## src/rtl/uart_rx_byte_if.sv

```systemverilog
// Receive-side handshake bundle: a byte holding register with ready/ack and status flags.
// The receiver takes the master modport; the consumer takes the slave modport.
interface uart_rx_byte_if;
   logic [7:0] rx_data;
   logic       rx_ready;
   logic       rx_ack;
   logic       frame_err;
   logic       overrun_err;
   logic       rx_busy;

   modport master (
      output rx_data,
      output rx_ready,
      output frame_err,
      output overrun_err,
      output rx_busy,
      input  rx_ack
   );

   modport slave (
      input  rx_data,
      input  rx_ready,
      input  frame_err,
      input  overrun_err,
      input  rx_busy,
      output rx_ack
   );
endinterface

```

## src/rtl/uart_rx_byte.sv

```systemverilog
// 8N1 UART receiver with mid-bit sampling.
// Each completed byte is held in a ready/ack register, with framing-error and overrun flags.
module uart_rx_byte #(
   parameter int CLKS_PER_BIT = 5208
) (
   input  logic           clk,
   input  logic           reset_n,
   input  logic           uart_rxd,
   uart_rx_byte_if.master rx
);

   localparam int TW = $clog2(CLKS_PER_BIT);
   localparam logic [TW-1:0] MID  = TW'(CLKS_PER_BIT / 2 - 1);
   localparam logic [TW-1:0] LAST = TW'(CLKS_PER_BIT - 1);

   typedef enum logic [2:0] {
      IDLE,
      START,
      DATA,
      STOP,
      DONE,
      BREAK_WAIT
   } state_t;

   state_t        state;
   logic [TW-1:0] timer;
   logic [2:0]    bit_idx;
   logic [7:0]    shift_reg;
   logic          rxd_meta;
   logic          rxd_s;

   // The synchroniser resets to the idle-line level, so reset release cannot look like a start bit.
   always_ff @(posedge clk or negedge reset_n) begin
      if (!reset_n) begin
         rxd_meta <= 1'b1;
         rxd_s    <= 1'b1;
      end else begin
         rxd_meta <= uart_rxd;
         rxd_s    <= rxd_meta;
      end
   end

   always_ff @(posedge clk or negedge reset_n) begin
      if (!reset_n) begin
         state          <= IDLE;
         timer          <= '0;
         bit_idx        <= '0;
         shift_reg      <= '0;
         rx.rx_data     <= '0;
         rx.rx_ready    <= 1'b0;
         rx.frame_err   <= 1'b0;
         rx.overrun_err <= 1'b0;
         rx.rx_busy     <= 1'b0;
      end else begin
         rx.frame_err <= 1'b0;
         if (rx.rx_ack) begin
            rx.rx_ready    <= 1'b0;
            rx.overrun_err <= 1'b0;
         end

         case (state)
            IDLE: begin
               if (!rxd_s) begin
                  state      <= START;
                  timer      <= '0;
                  rx.rx_busy <= 1'b1;
               end
            end

            // A start bit that is high again at its midpoint was a glitch, not a frame.
            START: begin
               if (timer == MID) begin
                  if (!rxd_s) begin
                     state   <= DATA;
                     timer   <= '0;
                     bit_idx <= '0;
                  end else begin
                     state      <= IDLE;
                     rx.rx_busy <= 1'b0;
                  end
               end else begin
                  timer <= timer + 1'b1;
               end
            end

            DATA: begin
               if (timer == LAST) begin
                  timer     <= '0;
                  shift_reg <= {rxd_s, shift_reg[7:1]};
                  if (bit_idx == 3'd7) begin
                     state <= STOP;
                  end else begin
                     bit_idx <= bit_idx + 3'd1;
                  end
               end else begin
                  timer <= timer + 1'b1;
               end
            end

            STOP: begin
               if (timer == LAST) begin
                  timer <= '0;
                  if (rxd_s) begin
                     state <= DONE;
                  end else begin
                     state        <= BREAK_WAIT;
                     rx.frame_err <= 1'b1;
                  end
               end else begin
                  timer <= timer + 1'b1;
               end
            end

            // An ack arriving in this same cycle frees the register before the new byte lands.
            DONE: begin
               state      <= IDLE;
               rx.rx_busy <= 1'b0;
               if (!rx.rx_ready || rx.rx_ack) begin
                  rx.rx_data  <= shift_reg;
                  rx.rx_ready <= 1'b1;
               end else begin
                  rx.overrun_err <= 1'b1;
               end
            end

            BREAK_WAIT: begin
               if (rxd_s) begin
                  state      <= IDLE;
                  rx.rx_busy <= 1'b0;
               end
            end

            default: begin
               state      <= IDLE;
               rx.rx_busy <= 1'b0;
            end
         endcase
      end
   end

endmodule
```

## src/flat_wrapper.sv

```systemverilog
// flat-port wrapper written by rule: the top's interface ports become plain ports
module uart_rx_byte_flat 
#(
   parameter int CLKS_PER_BIT = 5208
)
  (clk, reset_n, uart_rxd, rx_rx_data, rx_rx_ready, rx_frame_err, rx_overrun_err, rx_rx_busy, rx_rx_ack);
  uart_rx_byte_if rx_i ();
  input  logic clk;
  input  logic reset_n;
  input  logic uart_rxd;
  output wire logic [$bits(rx_i.rx_data)-1:0] rx_rx_data;
  output wire logic [$bits(rx_i.rx_ready)-1:0] rx_rx_ready;
  output wire logic [$bits(rx_i.frame_err)-1:0] rx_frame_err;
  output wire logic [$bits(rx_i.overrun_err)-1:0] rx_overrun_err;
  output wire logic [$bits(rx_i.rx_busy)-1:0] rx_rx_busy;
  input wire logic [$bits(rx_i.rx_ack)-1:0] rx_rx_ack;
  assign rx_rx_data = rx_i.rx_data;
  assign rx_rx_ready = rx_i.rx_ready;
  assign rx_frame_err = rx_i.frame_err;
  assign rx_overrun_err = rx_i.overrun_err;
  assign rx_rx_busy = rx_i.rx_busy;
  assign rx_i.rx_ack = rx_rx_ack;
  uart_rx_byte #(.CLKS_PER_BIT(CLKS_PER_BIT)) u_core (.clk(clk), .reset_n(reset_n), .uart_rxd(uart_rxd), .rx(rx_i));
endmodule
```

## config.mk

```make
export PLATFORM = sky130hd
export DESIGN_NAME = uart_rx_byte_flat
export DESIGN_NICKNAME = d
export VERILOG_FILES = /design/src/rtl/uart_rx_byte_if.sv /design/src/rtl/uart_rx_byte.sv /design/src/flat_wrapper.sv
export SDC_FILE = /design/constraint.sdc
export NUM_CORES = 1
export LEC_CHECK = 0
export ABC_AREA = 1
export ABC_CLOCK_PERIOD_IN_PS = 3900
export CAP_MARGIN = 20
export CELL_PAD_IN_SITES_DETAIL_PLACEMENT = 0
export CELL_PAD_IN_SITES_GLOBAL_PLACEMENT = 1
export CORE_ASPECT_RATIO = 0.9
export CORE_MARGIN = 3
export CORE_UTILIZATION = 45
export CTS_BUF_LIST = sky130_fd_sc_hd__clkbuf_8
export DETAILED_ROUTE_END_ITERATION = 16
export PLACE_DENSITY = 0.78
export SKIP_CTS_REPAIR_TIMING = 1
export SLEW_MARGIN = 20
export SYNTH_ARGS = -nofsm -noshare
export SYNTH_HDL_FRONTEND = slang
export SYNTH_SLANG_ARGS = --single-unit
```

## constraint.sdc

```tcl
create_clock -name clk -period 3.9 [get_ports clk]
set_input_delay 0.39 -clock clk [delete_from_list [all_inputs] [get_ports clk]]
set_output_delay 0.39 -clock clk [all_outputs]
set_load 0.02 [all_outputs]
```

==> flow_summary_export.csv, run 1 <==
group,metric,value,unit
run_status,run_status,"finished, final reports clean",
placed_design,dp_slack,2.13,ns
worst_setup_path,reg2reg_to,"u_core.timer[7]$_DFFE_PN0P_",
cells_and_area,syn_to_final_growth,14.1,%
clock_tree,htreeDepth,2,
cells_and_area,num_antenna_cells,0,
timing,hold_viol,0,
clock_tree,tritoncts,"yes",
placed_design,gp_congestion,0.750,
grt,antenna_found_initial,0,
drt,drc,0,
logic_synthesis,yosysSeqAreaShare,48.4,%
pwr,power_density,325,nW/µm²
run,cap_violations,0,
logic_synthesis,synth.mux.area_fraction,0,%
clock_tree,clkTransAtPathRegs,0.08,ns
clock_tree,clk_latency,0.29,ns
drt,drtIter0Drc,98,
timing,period_needed,1.69,ns
logic_synthesis,synthMostInstantiatedCell,"nand2_1",
logic_synthesis,synth_area,2130,µm²
timing,fin_skew,0.00614,ns
logic_synthesis,synth_top_family_by_area,"simple AND/OR/NAND/NOR gates",
drt,route.vias.total,1733,
worst_setup_path,cp-start-kind,"flip-flop",
cells_and_area,layout.nets,305,
grt,grt_use_met3,3.89,%
worst_setup_path,critPathLaunch,"u_core.timer[0]$_DFFE_PN0P_",
worst_setup_path,reg2regPathDepth,9,
logic_synthesis,synth_compound_area_share,6.76,%
pwr,p_leak,0.00115,µW
grt,busiest_layer,"met1",
worst_setup_path,cp_max_fo,12,
floorplan,dieArea,5590,µm²
floorplan,core-area,4520,µm²
cells_and_area,n_fill_cell,455,
logic_synthesis,synthAdderAreaFrac,1.76,%
logic_synthesis,synth_cells,280,
logic_synthesis,synth_xor_area_share,1.65,%
grt,grt_pass1_vias,1536,
grt,grt_max_degree,42,
timing,finalSetupViolCount,0,
timing,max_freq,0.593,GHz
logic_synthesis,syn_avg_cell_area,7.60,µm²
logic_synthesis,yosysTopAreaCell,"dfrtp_1",
drt,drt-total-wl,4250,µm
hold_path,hold_class,"input pin to asynchronous set/reset pin",
logic_synthesis,synth_top_area_share,45.9,%
logic_synthesis,yosys-top-cells-count,"111 x nand2_1, 39 x dfrtp_1, 27 x inv_1",
worst_setup_path,endpoint_kind,"flip-flop",
logic_synthesis,synth_edf_count,0,
placed_design,io_buffers,15,
worst_setup_path,path_class,"flip-flop to flip-flop",
floorplan,die_w,78.5,µm
floorplan,rows,23,
timing,drv_slew,0,
timing,layout_setup_ws,2.21,ns
logic_synthesis,synthSimpleGateAreaFrac,34.0,%
logic_synthesis,synthesis.nets,287,
clock_tree,cts_made_buffers,5,
floorplan,start_util,47.1,%
worst_setup_path,cp_data_required_time,4.13,ns
grt,track_usage,16.5,%
placed_design,dpl.hpwl,3000,µm
clock_tree,cts.sinks,41,
logic_synthesis,synth_cell_types,24,
timing,tightest_slew,0.902,ns
logic_synthesis,synth_flop_cell,"dfrtp_1",
timing,finalSetupTns,0,ns
timing,period_share,43.3,%
floorplan,pin_count,16,
floorplan,dieHeight,71.2,µm
cells_and_area,largest_register_ffs,13,
grt,grt_use_met2,22.3,%
drt,firstDrtPassIters,4,
worst_setup_path,crit-reg2reg-launch,"u_core.timer[0]$_DFFE_PN0P_",
logic_synthesis,yosysWarnings,0,
pwr,ir_drop,283,µV
grt,overflow,0,
timing,relSlewSlack,39.9,%
drt,viasPerCell,4.80,
logic_synthesis,ys_ff_latch,41,
clock_tree,clock-root-buffer,"clkbuf_8",
clock_tree,cts_buffer_depth,2,
worst_setup_path,reg2reg_slack,2.21,ns
timing,rsz0062_at_grt,"false",
drt,drt.antenna.violating_nets,0,
drt,wire_per_inst,11.8,µm
cells_and_area,drive_gt1_share,9.70,%
logic_synthesis,synthArstFlopShare,100,%
logic_synthesis,synth_area_leaders,"dfrtp_1 46%, nand2_1 20%, inv_1 4.8%, nor2_1 4.1%, o21ai_0 4.0%",
worst_setup_path,critPathArrivalTime,1.92,ns
grt,use_met1,26.0,%
grt,grt_pass1_wl,7280,µm
[metrics by stage]
step | cells | cell area [µm²] | hold WS [ns] | utilization [%] | power [µW]
floorplan | 280 | 2130 | 0.0944 | - | 438
global placement | 353 | 2310 | 0.346 | 51.1 | 450
detailed placement | 353 | 2310 | 0.348 | 51.1 | 450
CTS | 361 | 2430 | 0.266 | 53.7 | 800
global route | 361 | 2430 | 0.292 | 53.7 | 819
finish | 361 | 2430 | 0.223 | 53.7 | 789
[critical path, stage by stage (launching register included)]
cell     delay [ns]
dfrtp_1        0.39
ha_1           0.21
nand2_1        0.10
nor2_1         0.16
nand3_2        0.12
nand2_1        0.07
nand3_1        0.06
nand2_1        0.36
nand2_1        0.10
nand2_1        0.07
[power by group]
group / total [µW] / switching (µW) / internal, µW
logic: 12.7 / 9.77 / 2.96
clock network: 349 / 143 / 206
registers: 428 / 0.915 / 427
[area by class of cell]
| cell class | count | area (µm²) | area share, % |
|---|---|---|---|
| Sequential cell | 41 | 1030 | 42.4 |
| Multi-Input combinational cell | 203 | 940 | 38.7 |
| Timing Repair Buffer | 15 | 145 | 5.98 |
| Inverter | 32 | 120 | 4.95 |
| Clock buffer | 6 | 82.6 | 3.40 |
| Tap cell | 62 | 77.6 | 3.20 |
| Clock inverter | 2 | 33.8 | 1.39 |
[worst max-delay path by stage]
stage	end	cells after the start
final	u_core.timer[7]$_DFFE_PN0P_	9
after global routing	u_core.shift_reg[4]$_DFFE_PN0P_	7
after CTS	u_core.timer[4]$_DFFE_PN0P_	9
after detailed placement	u_core.rx.rx_data[5]$_DFFE_PN0P_	5
after global placement	u_core.rx.rx_data[5]$_DFFE_PN0P_	5
after floorplan	u_core.timer[11]$_DFFE_PN0P_	9
[routing by layer]
metal  up-vias  part of all wire (%)
li1        915                     -
met1       774                    52
met2        39                    42
met3         5                   4.8
met4         0                   1.0
met5         -                     0
[cells by family (layout without fill, tap and decap cells)]
logic type | Yosys count | in the layout
DFF | 41 | 41
buffers and inverters | 36 | 55
xor gates and xnor gates | 4 | 4
and+or+nand+nor | 169 | 169
adders and majority gates | 3 | 3
AOI/OAI and AO/OA | 27 | 27
[placed cells by master, fill, tap and decap left out, drive strengths merged]
cell type and instances:
a21oi 1, nand2 114, clkbuf 6, bufinv 1, ha 3, a31oi 1
dfstp 2, buf 1, dfrtp 39, o21ai 25, nand4 6, xor2 4
clkdlybuf4s50 14, nor2 28, nor3 3, nand3 17, nand3b 1, inv 33
(Power assumes the default switching activity.)
==> inputs of run 2 (changes only) <==
Settings changed: ABC_CLOCK_PERIOD_IN_PS 3900 to 1700, CORE_UTILIZATION 45 to 44, PLACE_DENSITY 0.78 to 0.77.
Clock period 3.9 ns to 1.7 ns, I/O delays scaled along.
==> run 2 against run 1 <==
Effect of this change:
- cell count grew 3.3%
- core utilization grew 3.2 points
- global-route usage grew 1.1 points
- clock power grew to 2.7 times the previous value
- power grew 150%
- sequential power grew 130%
- sequential share of layout area shrank 2.6 points
- clock skew grew 0.0022 ns
- combinational power grew to 2.7 times the previous value
- non-clock buffer count grew 12
- highest routed layer unchanged
- via count grew 2.8%
- worst setup slack lost 2.0 ns
==> flow_summary_export.csv, run 2 (synthesis results as in run 1) <==
group,metric,value,unit
placed_design,placed_cells,363,
run_status,run_status,"finished, final reports clean",
clock_tree,cts_buffer_depth,2,
clock_tree,cts_made_buffers,5,
grt,grt_pass1_vias,1714,
grt,track_usage,17.5,%
cells_and_area,layout.nets,317,
pwr,fin_total_pwr,1970,µW
placed_design,dpl_cell_area,2400,µm²
timing,hold_viol,0,
worst_setup_path,cp-start-kind,"flip-flop",
grt,overflow,0,
clock_tree,htreeDepth,2,
worst_setup_path,crit-reg2reg-launch,"u_core.timer[0]$_DFFE_PN0P_",
worst_setup_path,cp_max_fo,5,
drt,wl_met2,2020,µm
grt,grt_pass1_wl,7830,µm
clock_tree,clock-root-buffer,"clkbuf_8",
clock_tree,tritoncts,"yes",
clock_tree,clk_latency,0.29,ns
cells_and_area,fin_util,56.9,%
floorplan,pin_count,16,
hold_path,hold_end,"u_core.rxd_meta$_DFF_PN1_",
worst_setup_path,endpoint_kind,"flip-flop",
drt,wire_per_inst,11.8,µm
worst_setup_path,path_class,"flip-flop to flip-flop",
cells_and_area,layout_commonest_cell,"nand2_1",
drt,drc,0,
hold_path,holdCritStartpoint,"uart_rxd",
worst_setup_path,reg2regPathDepth,9,
floorplan,start_util,46.8,%
cells_and_area,final_cell_mix,"109 x nand2_1, 39 x dfrtp_1, 27 x inv_1, 22 x nor2_1",
timing,period_needed,1.51,ns
timing,drv_slew,0,
cells_and_area,largest_register_ffs,13,
cells_and_area,num_antenna_cells,0,
cells_and_area,syn_to_final_growth,21.6,%
run,cap_violations,0,
drt,drtIter0Drc,112,
hold_path,hold_class,"input pin to flip-flop",
floorplan,die_w,79.3,µm
timing,period_share,89.1,%
clock_tree,cts.sinks,41,
worst_setup_path,critPathArrivalTime,1.74,ns
pwr,ir_drop,467,µV
worst_setup_path,reg2reg_to,"u_core.state[0]$_DFFE_PN0P_",
cells_and_area,final-instance-count-excl-fill,373,
worst_setup_path,reg2reg_slack,0.19,ns
drt,drt.antenna.violating_nets,0,
timing,relSlewSlack,74.6,%
drt,routed.top_layer,"met4",
pwr,p_leak,0.00122,µW
drt,route.vias.total,1781,
floorplan,dieArea,5710,µm²
floorplan,rows,23,
floorplan,core-area,4550,µm²
drt,drt-total-wl,4410,µm
drt,viasPerCell,4.77,
timing,fin_skew,0.00836,ns
hold_path,hold_depth,1,
timing,max_freq,0.660,GHz
timing,finalSetupViolCount,0,
drt,firstDrtPassIters,4,
grt,antenna_found_initial,0,
timing,tightest_slew,0.380,ns
placed_design,dpl.hpwl,3340,µm
cells_and_area,drive_gt1_share,14.5,%
timing,finalSetupTns,0,ns
worst_setup_path,cp_data_required_time,1.93,ns
drt,drt-met1-wl,2240,µm
pwr,power_density,762,nW/µm²
cells_and_area,final_area,2590,µm²
clock_tree,clkTransAtPathRegs,0.08,ns
placed_design,gp_congestion,0.753,
drt,met3_length,130,µm
floorplan,dieHeight,72.0,µm
placed_design,io_buffers,15,
grt,grt_max_degree,18,
==> run 2: worst max-delay path by stage <==
stage	start	slack [ns]	to
2_1_floorplan	u_core.timer[0]$_DFFE_PN0P_	0.33	u_core.timer[11]$_DFFE_PN0P_
3_3_place_gp	u_core.timer[10]$_DFFE_PN0P_	0.16	u_core.timer[9]$_DFFE_PN0P_
3_5_place_dp	u_core.timer[0]$_DFFE_PN0P_	0.13	u_core.shift_reg[3]$_DFFE_PN0P_
4_1_cts	u_core.timer[0]$_DFFE_PN0P_	0.11	u_core.shift_reg[3]$_DFFE_PN0P_
5_1_grt	u_core.timer[1]$_DFFE_PN0P_	-0.006	u_core.state[0]$_DFFE_PN0P_
6_report	u_core.timer[0]$_DFFE_PN0P_	0.19	u_core.state[0]$_DFFE_PN0P_
==> run 2: per-layer routing <==
layer	up-vias	GRT usage (%)
li1	940	-
met1	817	25.1
met2	22	27.6
met3	2	3.72
met4	0	4.01
met5	-	0
==> run 2: power by group <==
| part | leakage [µW] | switching (µW) | total (µW) | internal, µW |
|---|---|---|---|---|
| clock | 0.0000687 | 362 | 954 | 591 |
| sequential | 0.000546 | 2.26 | 981 | 979 |
| combinational | 0.000607 | 23.5 | 34.8 | 11.3 |
==> run 2: layout make-up <==
type / count / area (µm²)
Clock buffer: 5 / 68.8
Clock inverter: 3 / 68.8
Fill cell: 471 / 1960
Inverter: 32 / 120
Multi-Input combinational cell: 203 / 960
Sequential cell: 41 / 1030
Tap cell: 62 / 77.6
Timing Repair Buffer: 27 / 263
==> run 2: critical path, stage by stage, from the launching register on <==
cell and delay, ns:
dfrtp_1 0.39, ha_2 0.21, nand2_1 0.08, nor2_2 0.14, nand3_2 0.16, nand2_1 0.11, nand2_1 0.10, nor2_2 0.13
nand2_1 0.07, nand2_1 0.07
==> run 2: per-stage QoR <==
| stage | hold WS [ns] | setup WS, ns |
|---|---|---|
| 3_3_place_gp | 0.106 | 0.156 |
| 3_5_place_dp | 0.108 | 0.127 |
| 6_report | 0.282 | 0.185 |
| 5_1_grt | 0.268 | -0.00607 |
| 4_1_cts | -0.214 | 0.110 |
| 2_1_floorplan | -0.126 | 0.333 |
